$ cat src/rtl/commit_stage_pkg.sv
// commit_stage_pkg: shared widths and ROB / CDB / store-buffer entry types.
package commit_stage_pkg;
  localparam int XLEN         = 32;
  localparam int ROB_TAG_LEN  = 4;
  localparam int SB_DEPTH_DEF = 4;
  typedef struct packed {
    logic            valid;
    logic            wr_mem;
    logic [4:0]      dest_reg;
    logic [XLEN-1:0] value;
    logic [XLEN-1:0] dest_addr;
    logic [2:0]      mem_size;
  } ROB_ENTRY;
  typedef struct packed {
    logic                   valid;
    logic [ROB_TAG_LEN-1:0] tag;
    logic [XLEN-1:0]        value;
  } CDB_DATA;
  typedef struct packed {
    logic [XLEN-1:0] addr;
    logic [XLEN-1:0] data;
    logic [2:0]      size;
  } SB_ENTRY;
endpackage

$ cat src/rtl/commit_stage_store_buffer.sv
// store_buffer: circular FIFO of committed stores with an address-match CAM.
// Ports: i_clock, i_reset (active low, sync); i_push/i_push_entry write at tail;
// i_pop retires the head; o_head oldest entry; o_count/o_full/o_empty occupancy;
// i_match_addr/o_match hit against occupied entries only.
module store_buffer
  import commit_stage_pkg::*;
#(
  parameter int DEPTH = SB_DEPTH_DEF
) (
  input  logic                   i_clock,
  input  logic                   i_reset,
  input  logic                   i_push,
  input  SB_ENTRY                i_push_entry,
  input  logic                   i_pop,
  input  logic [XLEN-1:0]        i_match_addr,
  output SB_ENTRY                o_head,
  output logic [$clog2(DEPTH):0] o_count,
  output logic                   o_full,
  output logic                   o_empty,
  output logic                   o_match
);
  localparam int PW = $clog2(DEPTH);
  localparam int CW = PW + 1;
  SB_ENTRY       r_mem [DEPTH];
  logic [PW-1:0] r_wptr, r_rptr;
  logic [CW-1:0] r_count;
  logic [PW-1:0] w_off [DEPTH];
  logic          w_push, w_pop;
  assign w_push  = i_push && !o_full;
  assign w_pop   = i_pop && !o_empty;
  assign o_head  = r_mem[r_rptr];
  assign o_count = r_count;
  assign o_full  = r_count == CW'(DEPTH);
  assign o_empty = r_count == '0;
  always_ff @(posedge i_clock) begin
    if (!i_reset) begin
      r_wptr  <= '0;
      r_rptr  <= '0;
      r_count <= '0;
    end else begin
      if (w_push) r_wptr <= r_wptr + 1'b1;
      if (w_pop) r_rptr <= r_rptr + 1'b1;
      r_count <= r_count + CW'(w_push) - CW'(w_pop);
    end
  end
  always_ff @(posedge i_clock) begin
    if (w_push) r_mem[r_wptr] <= i_push_entry;
  end
  // A slot is occupied when its distance from the read pointer (mod DEPTH) is below the count.
  always_comb begin
    o_match = 1'b0;
    for (int k = 0; k < DEPTH; k++) begin
      w_off[k] = PW'(k) - r_rptr;
      o_match  = o_match | (({1'b0, w_off[k]} < r_count) && (r_mem[k].addr == i_match_addr));
    end
  end
endmodule

$ cat src/rtl/commit_stage.sv
// commit_stage: in-order retirement of the ROB head into the register file or the store buffer.
// Ports: i_clock, i_reset (active low, sync); i_rob_head_* ROB head; o_commit_pop head consumed;
// o_rf_wr_* register write; o_retire_* map-table clear; o_mem_req_*/i_mem_req_ack store drain;
// i_load_check_addr/o_load_sb_hit load disambiguation; o_sb_count/o_sb_empty; o_retired_count.
module commit_stage
  import commit_stage_pkg::*;
#(
  parameter int SB_DEPTH = SB_DEPTH_DEF,
  parameter int CNT_W    = 64
) (
  input  logic                      i_clock,
  input  logic                      i_reset,
  input  ROB_ENTRY                  i_rob_head_entry,
  input  logic [ROB_TAG_LEN-1:0]    i_rob_head_tag,
  input  logic                      i_rob_head_ready,
  output logic                      o_commit_pop,
  output logic                      o_rf_wr_en,
  output logic [4:0]                o_rf_wr_idx,
  output logic [XLEN-1:0]           o_rf_wr_data,
  output logic                      o_retire_valid,
  output logic [ROB_TAG_LEN-1:0]    o_retire_tag,
  output logic                      o_mem_req_valid,
  output logic [XLEN-1:0]           o_mem_req_addr,
  output logic [XLEN-1:0]           o_mem_req_data,
  output logic [2:0]                o_mem_req_size,
  input  logic                      i_mem_req_ack,
  input  logic [XLEN-1:0]           i_load_check_addr,
  output logic                      o_load_sb_hit,
  output logic [$clog2(SB_DEPTH):0] o_sb_count,
  output logic                      o_sb_empty,
  output logic [CNT_W-1:0]          o_retired_count
);
  logic             w_can_commit, w_sb_full, w_sb_match, w_sb_push, w_sb_pop;
  SB_ENTRY          w_sb_head;
  logic [CNT_W-1:0] r_retired;
  // Full is judged on the registered count, so an ack this cycle cannot make room for a push this cycle.
  always_comb begin
    w_can_commit    = i_reset && i_rob_head_entry.valid && i_rob_head_ready;
    o_commit_pop    = w_can_commit && (!i_rob_head_entry.wr_mem || !w_sb_full);
    w_sb_push       = o_commit_pop && i_rob_head_entry.wr_mem;
    o_rf_wr_en      = o_commit_pop && !i_rob_head_entry.wr_mem && (i_rob_head_entry.dest_reg != 5'd0);
    o_rf_wr_idx     = i_rob_head_entry.dest_reg;
    o_rf_wr_data    = i_rob_head_entry.value;
    o_retire_valid  = o_commit_pop;
    o_retire_tag    = i_rob_head_tag;
    o_mem_req_valid = i_reset && !o_sb_empty;
    o_mem_req_addr  = w_sb_head.addr;
    o_mem_req_data  = w_sb_head.data;
    o_mem_req_size  = w_sb_head.size;
    w_sb_pop        = i_mem_req_ack && o_mem_req_valid;
    o_load_sb_hit   = i_reset && w_sb_match;
  end
  always_ff @(posedge i_clock) begin
    if (!i_reset) r_retired <= '0;
    else if (o_commit_pop) r_retired <= r_retired + 1'b1;
  end
  assign o_retired_count = r_retired;
  store_buffer #(.DEPTH(SB_DEPTH)) u_sb (
    .i_clock      (i_clock),
    .i_reset      (i_reset),
    .i_push       (w_sb_push),
    .i_push_entry ('{addr: i_rob_head_entry.dest_addr, data: i_rob_head_entry.value, size: i_rob_head_entry.mem_size}),
    .i_pop        (w_sb_pop),
    .i_match_addr (i_load_check_addr),
    .o_head       (w_sb_head),
    .o_count      (o_sb_count),
    .o_full       (w_sb_full),
    .o_empty      (o_sb_empty),
    .o_match      (w_sb_match)
  );
endmodule
$ cat config.mk
export PLATFORM = sky130hd
export DESIGN_NAME = commit_stage
export DESIGN_NICKNAME = d
export VERILOG_FILES = /design/src/rtl/commit_stage_pkg.sv /design/src/rtl/commit_stage_store_buffer.sv /design/src/rtl/commit_stage.sv
export SDC_FILE = /design/constraint.sdc
export NUM_CORES = 1
export LEC_CHECK = 0
export BUFFER_PORTS_ARGS = -buffer_cell sky130_fd_sc_hd__buf_2
export CORE_UTILIZATION = 55
export CTS_CLUSTER_DIAMETER = 200
export DETAILED_ROUTE_END_ITERATION = 16
export GPL_TIMING_DRIVEN = 0
export PLACE_DENSITY_LB_ADDON = 0.08
export SLEW_MARGIN = 20
export SYNTH_ARGS = -nofsm -noshare
export SYNTH_HDL_FRONTEND = slang
export SYNTH_SLANG_ARGS = --single-unit
$ cat constraint.sdc
create_clock -name i_clock -period 4.5 [get_ports i_clock]
set_input_delay 0 -clock i_clock [delete_from_list [all_inputs] [get_ports i_clock]]
set_output_delay 0 -clock i_clock [all_outputs]
set_load 0.02 [all_outputs]
# [Word-level counts from Yosys, hierarchy flattened]
# Memories as Yosys holds them, arrays and structs flattened. A register that Yosys moved wholly into a read port is not among the register bits.
# Index checks and enable logic that the tools add are counted.
[totals] regBits=71 ram_bits=268 out_inout_bits=181 mem_count=1
[op_classes] add_sub_neg=9 order_cmp=4 eq_ne=5 mux=4 bitwise=3 reduce_logical=21
[memory_table] name="u_sb.r_mem" words=4 width=67 read_ports=5 rd_clocked_by_memory_dff=1 wr=1 line_no="commit_stage_store_buffer.sv:24" text="SB_ENTRY r_mem [DEPTH];"
[ops] operator="== test 32 bit" count=4
[ops] operator="adder 64 x 1 -> 64 bit, second input constant" count=1
[ops] operator="logical AND 1 bit" count=15
[ops] operator="less-than comparator 2 x 3 -> 1 bit" count=4
[ops] operator="nonzero test 5 bit" count=1
[ops] operator="adder 2 x 1 -> 2 bit, second input constant" count=2
[ops] operator="two-way mux 2 bit" count=2
[ops] operator="subtractor 1 x 2 -> 2 bit, first input constant" count=2
[ops] operator="subtractor 2 bit, first input constant" count=2
[ops] operator="adder 3 x 1 -> 3 bit" count=1
[ops] operator="== test 3 bit, second input constant" count=1
[ops] operator="zero test 1 bit" count=3
[ops] operator="zero test 3 bit" count=1
[ops] operator="OR 1 bit" count=3
[ops] operator="subtractor 3 x 1 -> 3 bit" count=1
[ops] operator="two-way mux 1 bit" count=2
[ops] operator="logical OR 1 bit" count=1

# [Depth between registers and ports, before layout]
[logic_depth] depth_word=8 depth_mapped=10

# [Hierarchy]
# Synthesis repeated with hierarchy kept, for this count alone.
[unflattened] cells_unflattened=1000 hier_area_um2=15030.7
[modules_own_cells] mod="store_buffer" n_inst=1 cells_each=586 area_per_inst_um2=11614.9 seq_area_each_um2=8227.9
[modules_own_cells] mod="commit_stage" n_inst=1 cells_each=414 area_per_inst_um2=3415.8 seq_area_each_um2=1281.2

# [Least setup slack after synthesis]
# No wires, ideal clock.
[synth_timing] path_type="flip-flop to flip-flop" startpoint="register u_sb.r_count[1], in the netlist u_sb.o_count[1]" endpoint="memory u_sb.r_mem[0][0] in the netlist's numbering (enable)" t_arrival_ns=3.019 slack_ns=1.049 path_stages_with_launch=4 synth_period_minus_slack_ns=3.451 cell_sequence="dfxtp_1 inv_1 a311oi_1 and2_1"
[synth_between] elab_chain_len=8
[synth_rtl] element="from (decl)" line_no="commit_stage_store_buffer.sv:26" text="logic [CW-1:0] r_count;"
[synth_rtl] element="from (signal assigned)" line_no="commit_stage_store_buffer.sv:43" text="r_count <= r_count + CW'(w_push) - CW'(w_pop);"
[synth_rtl] element="== test 3 bit *" line_no="commit_stage_store_buffer.sv:33" text="assign o_full = r_count == CW'(DEPTH);"
[synth_rtl] element="zero test 1 bit *" line_no="commit_stage_store_buffer.sv:29, commit_stage.sv:39"
[synth_rtl] element="logical OR 1 bit" line_no="commit_stage.sv:39" text="o_commit_pop = w_can_commit && (!i_rob_head_entry.wr_mem || !w_sb_full);"
[synth_rtl] element="logical AND 1 bit" line_no="commit_stage.sv:39"
[synth_rtl] element="logical AND 1 bit" line_no="commit_stage.sv:40" text="w_sb_push = o_commit_pop && i_rob_head_entry.wr_mem;"
[synth_rtl] element="logical AND 1 bit *" line_no="commit_stage_store_buffer.sv:29" text="assign w_push = i_push && !o_full;"
[synth_rtl] element="net u_sb.w_push" line_no="commit_stage_store_buffer.sv:28" text="logic w_push, w_pop;"
[synth_rtl] element="two-way mux 1 bit *" line_no="commit_stage_store_buffer.sv:47" text="if (w_push) r_mem[r_wptr] <= i_push_entry;"
[synth_rtl] element="two-way mux 1 bit (not written as such) *" line_no="commit_stage_store_buffer.sv:47"
[synth_rtl] element="to (decl)" line_no="commit_stage_store_buffer.sv:24"
# The timed path passes the listed nets; every way through them passes the cells marked *.

==> flow_summary.json <==
{
  "fraction_of_the_yosys_area_taken_by_sequential_cells": 0.6310,
  "crit_path_start_kind": "flip-flop",
  "drv_slew": 0,
  "clock-sinks": 341,
  "synth.largest_area_cell": "edfxtp_1",
  "syn-instance-count": 1019,
  "timing.critical_path.required_ps": 4500,
  "critical_path_fanouts_max": 10,
  "timing_hold_violations_final": 0,
  "synthDistinctLibCells": 45,
  "floorplan.die.width_um": 167.5,
  "wl_met1_mm": 15.59,
  "numPlacedInstances": 1655,
  "detailroute.wirelength.met3_mm": 3.025,
  "largest_net_degree_at_the_start_of_global_routing": 43,
  "peakVddDrop_mv": 0.3449,
  "critPathMaxStageDelay_ps": 810,
  "dr_wl_met2_mm": 17.66,
  "wire_length_of_the_first_global_routing_pass_mm": 56.75,
  "cts_setup_buffers": 0,
  "cell_area_after_placement_um2": 17070,
  "clock_tree_from_tritoncts": "done",
  "tightestPinTransition_ps": 1060,
  "clockRootBuffer": "clkbuf_16",
  "synthXorXnorAreaFrac": 0.08834,
  "avgViaCountPerCell": 5.708,
  "final.fill_count": 1879,
  "maxClockFrequency_ghz": 0.3044,
  "power.static_leakage_nw": 6.721,
  "antenna_found_initial": 4,
  "synthMuxAreaShare": 0.1021,
  "cts-resized-gates": 0,
  "setup_viol": 0,
  "layout.cell_area.non_filler_um2": 18870,
  "wire_length_per_cell_after_detailed_routing_um": 20.80,
  "worst-setup-path-type": "flip-flop to output port",
  "initialDrtViolationCount": 841,
  "most_repeated_cell_in_the_gate_level_netlist_after_synthesis": "edfxtp_1",
  "coreArea_um2": 26950,
  "cts_buffer_depth": 3,
  "postRouteAntennaNets": 0,
  "synth_simple_gate_area_frac": 0.09382,
  "clock_transition_time_at_the_flip_flop_clock_pins_of_the_worst_setup_and_hold_paths_ps": 60,
  "final_net_count": 1547,
  "fp.dieH_um": 167.5,
  "via_count_of_the_first_global_routing_pass": 10240,
  "vias": 10230,
  "dominant_combinational_cell_family_by_area_after_synthesis": "multiplexers",
  "seq_cells_post_synth": 341,
  "ys.flop_type": "edfxtp_1",
  "postRouteWirelength_mm": 37.28,
  "timing.final.crit_period_ps": 3285,
  "grt_setup_unrepaired": "false",
  "clkLatencyLatePin_ps": 530,
  "grt_overflow_total": 0,
  "place.port_buffers": 290,
  "whs_ps": 37.13,
  "endpoint_kind_of_the_worst_setup_timing_path": "output port",
  "drcViolationCount": 0,
  "final_hpwl_from_detailed_placement_mm": 25.46,
  "area_growth_pct": 25.25,
  "max_cap_viol_count": 0,
  "netlist.area_leader.share": 0.5340,
  "floorplan.die_area_um2": 28060,
  "fin_total_pwr_mw": 7.206,
  "global_route.usage.total": 0.2668,
  "cp_common_cell": "buf_1",
  "worstHoldPathType": "input port to flip-flop",
  "tritoncts.num_buffers": 37,
  "route.top_layer_used": "met5",
  "place_congestion": 0.8419,
  "asyncSetResetFlopFracSynth": 0,
  "cp.arrival_ps": 3290,
  "synth_top_cells_by_area": "edfxtp_1, mux4_2, dfxtp_1, xor2_1, xnor2_1",
  "finalClockSkew_ps": 20.12,
  "worst_path_max_delay_cell": "buf_1",
  "cell_chain_of_the_critical_path": "clkbuf_1, buf_1, buf_1, mux4_2, buf_2",
  "cell_area_power_density_nw_per_um2": 381.8,
  "power.clock.fraction": 0.388,
  "synth-warning-count": 0,
  "drt_first_pass_iters": 5,
  "netlist_area_um2": 15070,
  "synth_compound_gate_area_share": 0.03960,
  "run_status": "complete, no violations",
  "cts_htree_levels": 2,
  "syn_nets": 1145,
  "net-switching-power_mw": 1.759,
  "share_of_cells_above_drive_strength_1": 0.3218,
  "slew_headroom": 0.2887,
  "number_of_flops_mapped_to_enable_cells_by_yosys": 268,
  "power.combinational.fraction": 0.133,
  "cell_internal_pwr_mw": 5.447,
  "post_layout_nonfiller_instances": 1792,
  "postSynthAreaPerCell_um2": 14.79,
  "num_io_pins": 295,
  "synth_fa_ha_area_frac": 0.01046,
  "sequentialPowerShare": 0.480,
  "share_of_total_power_consumed_by_net_switching": 0.2441,
  "placementRows": 60,
  "yosys-top-cells-count": "edfxtp_1, xor2_1, dfxtp_1",
  "min_period_over_period": 0.7300,
  "initial_utilization": 0.5591
}
[path summary, 6_finish.rpt]
kind	start	depth (start not counted)	endpoint	slack, ps
min	i_rob_head_entry[72]	5	u_sb.r_wptr[0]	40
max reg2reg	u_sb.o_count[2]	8	o_retired_count[36]	1370
max	flip-flop	5	o_mem_req_addr[21]	1210
min reg2reg	o_retired_count[63]	2	o_retired_count[63]	480
[critical path, delay by kind of cell, from the launching register on]
family / cells / cell delay, ps
buffers and inverters: 4 / 1820
multiplexers: 1 / 660
flip-flops: 1 / 300
[cell usage in the layout (no fill, tap or decap), drive strengths merged, types with 2 or more instances in the layout]
| master | Yosys | final |
|---|---|---|
| buf | 60 | 354 |
| nor2 | 38 | 38 |
| and4 | 3 | 3 |
| a21oi | 45 | 45 |
| ha | 11 | 11 |
| and3 | 7 | 7 |
| xor2 | 108 | 108 |
| or4 | 23 | 23 |
| nand3 | 30 | 30 |
| clkinv | 0 | 10 |
| nor3 | 9 | 9 |
| or2 | 2 | 2 |
| diode | 0 | 3 |
| o31ai | 22 | 22 |
| clkbuf | 18 | 71 |
| o311ai | 2 | 2 |
| and2 | 8 | 8 |
| dfxtp | 73 | 73 |
| xnor2 | 44 | 44 |
| nand4 | 34 | 34 |
| o41ai | 3 | 3 |
| mux2i | 3 | 3 |
| nand2b | 5 | 5 |
| mux4 | 67 | 67 |
| o211ai | 4 | 4 |
| edfxtp | 268 | 268 |
| or3 | 20 | 20 |
| o21a | 2 | 2 |
| clkinvlp | 0 | 2 |
| dlygate4sd3 | 0 | 68 |
| o21ai | 18 | 18 |
| nand2 | 33 | 33 |
| inv | 17 | 18 |
| nor4 | 35 | 35 |
[power groups by stage]
| stage | registers (mW) | clock network [mW] | logic, mW |
|---|---|---|---|
| 2_1_floorplan | 3.53 | 0 | 0.562 |
| 3_3_place_gp | 3.53 | 0 | 0.896 |
| 3_5_place_dp | 3.52 | 0 | 0.907 |
| 4_1_cts | 3.46 | 2.84 | 0.962 |
| 5_1_grt | 3.46 | 2.97 | 1.02 |
| 6_report | 3.46 | 2.79 | 0.956 |
[area by class of cell]
type,instances,area (um^2),area share
Sequential cell,341,9509,0.5038
Timing Repair Buffer,363,2247,0.1191
Clock inverter,14,120.1,0.006364
Multi-Input combinational cell,583,5049,0.2675
Clock buffer,52,992.2,0.05257
Buffer,78,459.2,0.02433
Antenna cell,3,7.507,0.0003977
Tap cell,341,426.7,0.02261
Inverter,17,63.81,0.003381
[metal layers]
metal / up-vias / track usage
met4: 2 / 0.08377
met1: 5006 / 0.3623
met5: - / 0
met3: 64 / 0.06263
li1: 4729 / -
met2: 428 / 0.4288
[stage by stage]
step                setup WS [ps]    util  TNS (ps)
global placement           -407.3  0.6288    -97190
global route                965.0  0.7000         0
finish                       1215  0.7003         0
floorplan                    1049       -         0
detailed placement           1426  0.6335         0
CTS                          1040  0.7000         0
[sequential cells by signal (all words and copies together), names as in the netlist, named ones only]
signal and count:
u_sb.o_count 3, u_sb.r_mem 268, u_sb.r_wptr 2, u_sb.r_rptr 2, o_retired_count 64
[cells by family after synthesis]
logic type      Yosys count
compound gates           99
flops                   341
xor+xnor                152
simple gates            250
fa+ha+maj                12
mux                      70
buf+inv                  95
[what timing repair did]
item / CTS / global route
hold buffers: 68 / 0
endpoints found under the hold margin: 270 / 0
setup endpoints to repair: 0 / 0
Note: power is estimated with default switching activity, not from simulation.
